<file path="src/rtl/mult_seq.sv">
// Sequential shift-add unsigned multiplier. It borrows an external zero-latency adder
// for one partial-product addition per cycle, and takes WIDTH iterations per product.
module mult_seq #(
   parameter int unsigned WIDTH = 32
) (
   input  logic                 clk,
   input  logic                 rst_n,
   input  logic                 start,
   input  logic [WIDTH-1:0]     multiplicand,
   input  logic [WIDTH-1:0]     multiplier,
   output logic                 ready,
   output logic                 busy,
   output logic                 done,
   output logic [2*WIDTH-1:0]   product,
   output logic [WIDTH-1:0]     add_a,
   output logic [WIDTH-1:0]     add_b,
   input  logic [WIDTH-1:0]     add_sum,
   input  logic                 add_cout
);

   localparam int unsigned CW = $clog2(WIDTH) + 1;
   localparam int unsigned PW = 2 * WIDTH;

   typedef enum logic [1:0] {IDLE, RUN, DONE} state_t;

   state_t           state, state_next;
   logic [WIDTH-1:0] acc_hi, acc_hi_next;
   logic [WIDTH-1:0] acc_lo, acc_lo_next;
   logic [WIDTH-1:0] mcand, mcand_next;
   logic [CW-1:0]    count, count_next;
   logic [PW-1:0]    product_next;
   logic             ready_next, busy_next, done_next;
   logic [WIDTH-1:0] add_a_next, add_b_next;

   // Next-state datapath. The adder operands are precomputed from the next state,
   // so the registered add_a/add_b already present this cycle's partial-product addition.
   always_comb begin
      state_next   = state;
      acc_hi_next  = acc_hi;
      acc_lo_next  = acc_lo;
      mcand_next   = mcand;
      count_next   = count;
      product_next = product;

      case (state)
         IDLE: begin
            if (start) begin
               mcand_next  = multiplicand;
               acc_lo_next = multiplier;
               acc_hi_next = '0;
               count_next  = '0;
               state_next  = RUN;
            end
         end
         RUN: begin
            acc_hi_next = {add_cout, add_sum[WIDTH-1:1]};
            acc_lo_next = {add_sum[0], acc_lo[WIDTH-1:1]};
            count_next  = count + CW'(1);
            if (count == CW'(WIDTH - 1)) begin
               product_next = {add_cout, add_sum, acc_lo[WIDTH-1:1]};
               state_next   = DONE;
            end
         end
         DONE: begin
            state_next = IDLE;
         end
         default: begin
            state_next = IDLE;
         end
      endcase

      ready_next = (state_next == IDLE);
      busy_next  = (state_next == RUN);
      done_next  = (state_next == DONE);
      add_a_next = busy_next ? acc_hi_next : '0;
      add_b_next = (busy_next && acc_lo_next[0]) ? mcand_next : '0;
   end

   always_ff @(posedge clk or negedge rst_n) begin
      if (!rst_n) begin
         state   <= IDLE;
         acc_hi  <= '0;
         acc_lo  <= '0;
         mcand   <= '0;
         count   <= '0;
         product <= '0;
         ready   <= 1'b1;
         busy    <= 1'b0;
         done    <= 1'b0;
         add_a   <= '0;
         add_b   <= '0;
      end else begin
         state   <= state_next;
         acc_hi  <= acc_hi_next;
         acc_lo  <= acc_lo_next;
         mcand   <= mcand_next;
         count   <= count_next;
         product <= product_next;
         ready   <= ready_next;
         busy    <= busy_next;
         done    <= done_next;
         add_a   <= add_a_next;
         add_b   <= add_b_next;
      end
   end

endmodule

</file>
<file path="config.mk">
export PLATFORM = sky130hd
export DESIGN_NAME = mult_seq
export DESIGN_NICKNAME = d
export VERILOG_FILES = /design/src/rtl/mult_seq.sv
export SDC_FILE = /design/constraint.sdc
export NUM_CORES = 1
export LEC_CHECK = 0
export CAP_MARGIN = 10
export CORE_ASPECT_RATIO = 0.75
export CORE_MARGIN = 2
export CORE_UTILIZATION = 42
export DETAILED_ROUTE_END_ITERATION = 8
export GPL_TIMING_DRIVEN = 0
export PLACE_DENSITY = 0.85
export SYNTH_ARGS = -nofsm -noshare
export SYNTH_HDL_FRONTEND = slang
export SYNTH_SLANG_ARGS = --single-unit
</file>
<file path="constraint.sdc">
create_clock -name clk -period 1.9 [get_ports clk]
set_clock_uncertainty 0.1 [all_clocks]
set_input_delay 0.19 -clock clk [delete_from_list [all_inputs] [get_ports clk]]
set_output_delay 0.19 -clock clk [all_outputs]
set_load 0.005 [all_outputs]
</file>
==> key figures <==
Routing
  – Final wirelength: about 22 mm
  – Routed Antenna Nets: 0
  – DR vias: 6,336
  – Max Used Layer: met4
  – 1st-iter DRT viols: 377
  – Via density: roughly 5.3
  – Routed wl met3: ~2 mm
  – WL/cell: 18.7 um
  – Drc violations: 0
  – Met2 WL post-DR: 10.2 mm
  – Routed metal-1 wire length: 9.71 mm
  – Drt first pass iters: 5

STA
  – Slew @ Worst Pin: 692 ps
  – Max-slew violations: 0
  – Hold Vio Cnt, Final: 0
  – Final worst setup slack: 27.2 ps
  – Setup violators final: 0
  – Fin crit period: 1870 ps
  – Period utilization: 98.6%
  – RSZ-0062 raised after global routing: yes
  – Achievable clock frequency: 0.534 GHz
  – Slew HR: 53.9%

Global route
  – First-pass GRT wire length: 34.4 mm
  – Largest net degree at the start of global routing: 113
  – Total Routing Usage GR: 21.8%
  – Total congestion overflow: 0
  – Vias in the first global route: around 6,300
  – Initial antenna violation count: 0

Power
  – Power Total: 15,900 uW
  – Pleak: ~0.0052 uW
  – PD cells: 1390 nW/um^2
  – Worst IR drop on VDD: about 0.0008 V

Floorplan
  – Placeable Area: between 15,000 and 20,000 um^2
  – # rows: 43
  – Die extent in x: 163 um
  – Ports: between 200 and 250
  – Initial Util: between 40% and 50%
  – Die Y: 123 um
  – Die footprint: a little over 20,000 um^2

Yosys
  – Top cell type's share of synthesized area: 63.0%
  – Ys flop type: dfrtp_1
  – Synth area leader: dfrtp_1
  – Yosys warns: 0
  – Synth area leaders: dfrtp_1 63%, mux2_1 6.9%, nand2_1 4.8%, a21oi_1 4.0%, o211ai_1 3.1%
  – Post-synthesis sequential area ratio: between 60% and 70%
  – Post-synth EDFFs: 0
  – Post-Synthesis Cells: 672
  – Mapped cell area: 7980 um^2
  – Mean post-synth cell area: 11.9 um^2
  – Total nets after synthesis: 773
  – Post-synthesis cell type count: 36
  – Flops & latches, synth: 202
  – Count leader, synth: dfrtp_1
  – Post-synth top cells: 201 x dfrtp_1, 101 x nand2_1, 63 x a21oi_1, 49 x mux2_1, 35 x o21ai_0
  – Async SR Flop Fraction: 100%

Critical path
  – FF-to-FF path depth: 6
  – Crit-path max FO: 10
  – Crit path DAT: 2130 ps
  – Worst Setup End Kind: register
  – RR Startpoint: count[0]
  – RR Endpoint: product[29]
  – Critical Path RT: about 2200 ps
  – Critical Path Source Type: register
  – Critical path type: register to register
  – Flop2flop setup slack: 30 ps

Clock network
  – Worst-Skew Late Latency: 490 ps
  – CTS Sinks: 202
  – Clock transition at path regs: ~70 ps
  – CTS root buf: clkbuf_16
  – CTS tree: done
  – Clock Tree Buf Depth: 3
  – CTS buffer count: 20
  – H-tree depth: 1

Layout
  – Finished Layout Cells: 1,194
  – Fin nets: 1,034
  – Fill cell count: 1,435
  – Layout cells sized above 1: 12.1%
  – Synth-to-Final Area Change: 44.2%
  – Diodes inserted: 0

Job
  – Number of max-cap violations: 0

Placement
  – Cells after DPL: 1,150
  – PortBufs: 230
  – Final GP Congestion: 0.796
  – Dpl hpwl: approximately 15 mm
  – Worst slack, placed: -358 ps

Min path
  – Worst Hold End: mcand[6]
  – WHS Path Cells: 3
  – Min-Delay Path Class: input port to register
  – Worst hold path startpoint: multiplicand[6]

Status
  – Status: finished, final reports clean
## worst max path at each step
stage / start / endpoint / slack [ps] / depth (start not counted)
5_1_grt: count[0] / product[26] / -60 / 6
3_5_place_dp: count[0] / product[29] / -360 / 6
3_3_place_gp: rst_n / product[49] / -7780 / 1
2_1_floorplan: count[0] / product[14] / 70 / 6
6_report: count[0] / product[29] / 30 / 6
4_1_cts: count[0] / product[29] / -8 / 6
## routing by layer
layer | vias to the layer above | track usage [%]
met5 | - | 0
met4 | 0 | 3.93
met3 | 27 | 7.31
met2 | 278 | 34.7
met1 | 3151 | 29.6
li1 | 2880 | -
## cells by family after synthesis
logic type,count (synthesis),share of synthesized area (%)
flops,202,63.4
compound gates,167,12.7
buf+inv,56,3.34
mux,65,9.16
fa+ha+maj,1,0.157
simple gates,181,11.3
## worst max-delay path, cell delays in order (launching register included)
cell and delay [ps]:
dfrtp_1 400, ha_4 180, nand4b_4 150, nor3_4 190, buf_6 210, buf_12 160
mux2_1 330
## metrics by stage
stage	setup TNS, ps	util [%]	area (um^2)	hold slack, ps
floorplan	0	-	7980	-206
global placement	-1593390	57.1	10600	358
detailed placement	-34120	57.2	10600	142
CTS	-27.5	61.5	11400	136
global route	-2200	62.0	11500	160
finish	0	62.0	11500	153
## state kept, by name, indices dropped and copies added (netlist names)
register and count:
product 64, add_a 32, add_b 32, mcand 32, acc_lo 31, count 6
state 2, busy 1, done 1, ready 1
## power by group
| part | internal [uW] | leakage (uW) | switching [uW] | total [uW] |
|---|---|---|---|---|
| logic | 2910 | 0.00229 | 2190 | 5100 |
| clock network | 2420 | 0.000332 | 1660 | 4080 |
| registers | 5810 | 0.00258 | 949 | 6760 |
| total | 11100 | 0.00520 | 4800 | 15900 |
## final cells by class
type | instances | area [um^2] | share of cell area (%)
inverter | 1 | 3.75 | 0.0326
tap | 247 | 309 | 2.69
clock inverter | 9 | 104 | 0.903
buffer | 54 | 310 | 2.70
clock buffer | 27 | 578 | 5.03
multi-input combinational | 414 | 2740 | 23.8
sequential | 202 | 5060 | 44.0
timing repair buffer | 240 | 2400 | 20.9
## cell usage in the layout (no fill, tap or decap), types with 14 or more instances in the layout
| cell type | instances |
|---|---|
| mux2_2 | 15 |
| o211ai_1 | 33 |
| clkbuf_1 | 22 |
| nand2_1 | 101 |
| mux2_4 | 14 |
| clkdlybuf4s50_1 | 229 |
| dfrtp_1 | 201 |
| o21ai_0 | 35 |
| clkbuf_2 | 14 |
| a22oi_1 | 31 |
| a21oi_1 | 63 |
| clkbuf_16 | 21 |
| mux2_1 | 35 |
| and3_1 | 32 |
| nor2b_1 | 33 |
## what timing repair did
item                                    4_1_cts  5_1_grt
pin swaps                                     1        0
gates resized for setup                      18       34
hold buffers                                  1        0
endpoints found under the setup margin      134      133
endpoints found under the hold margin        90        0
buffers inserted                              5        3
(Power assumes the default switching activity.)
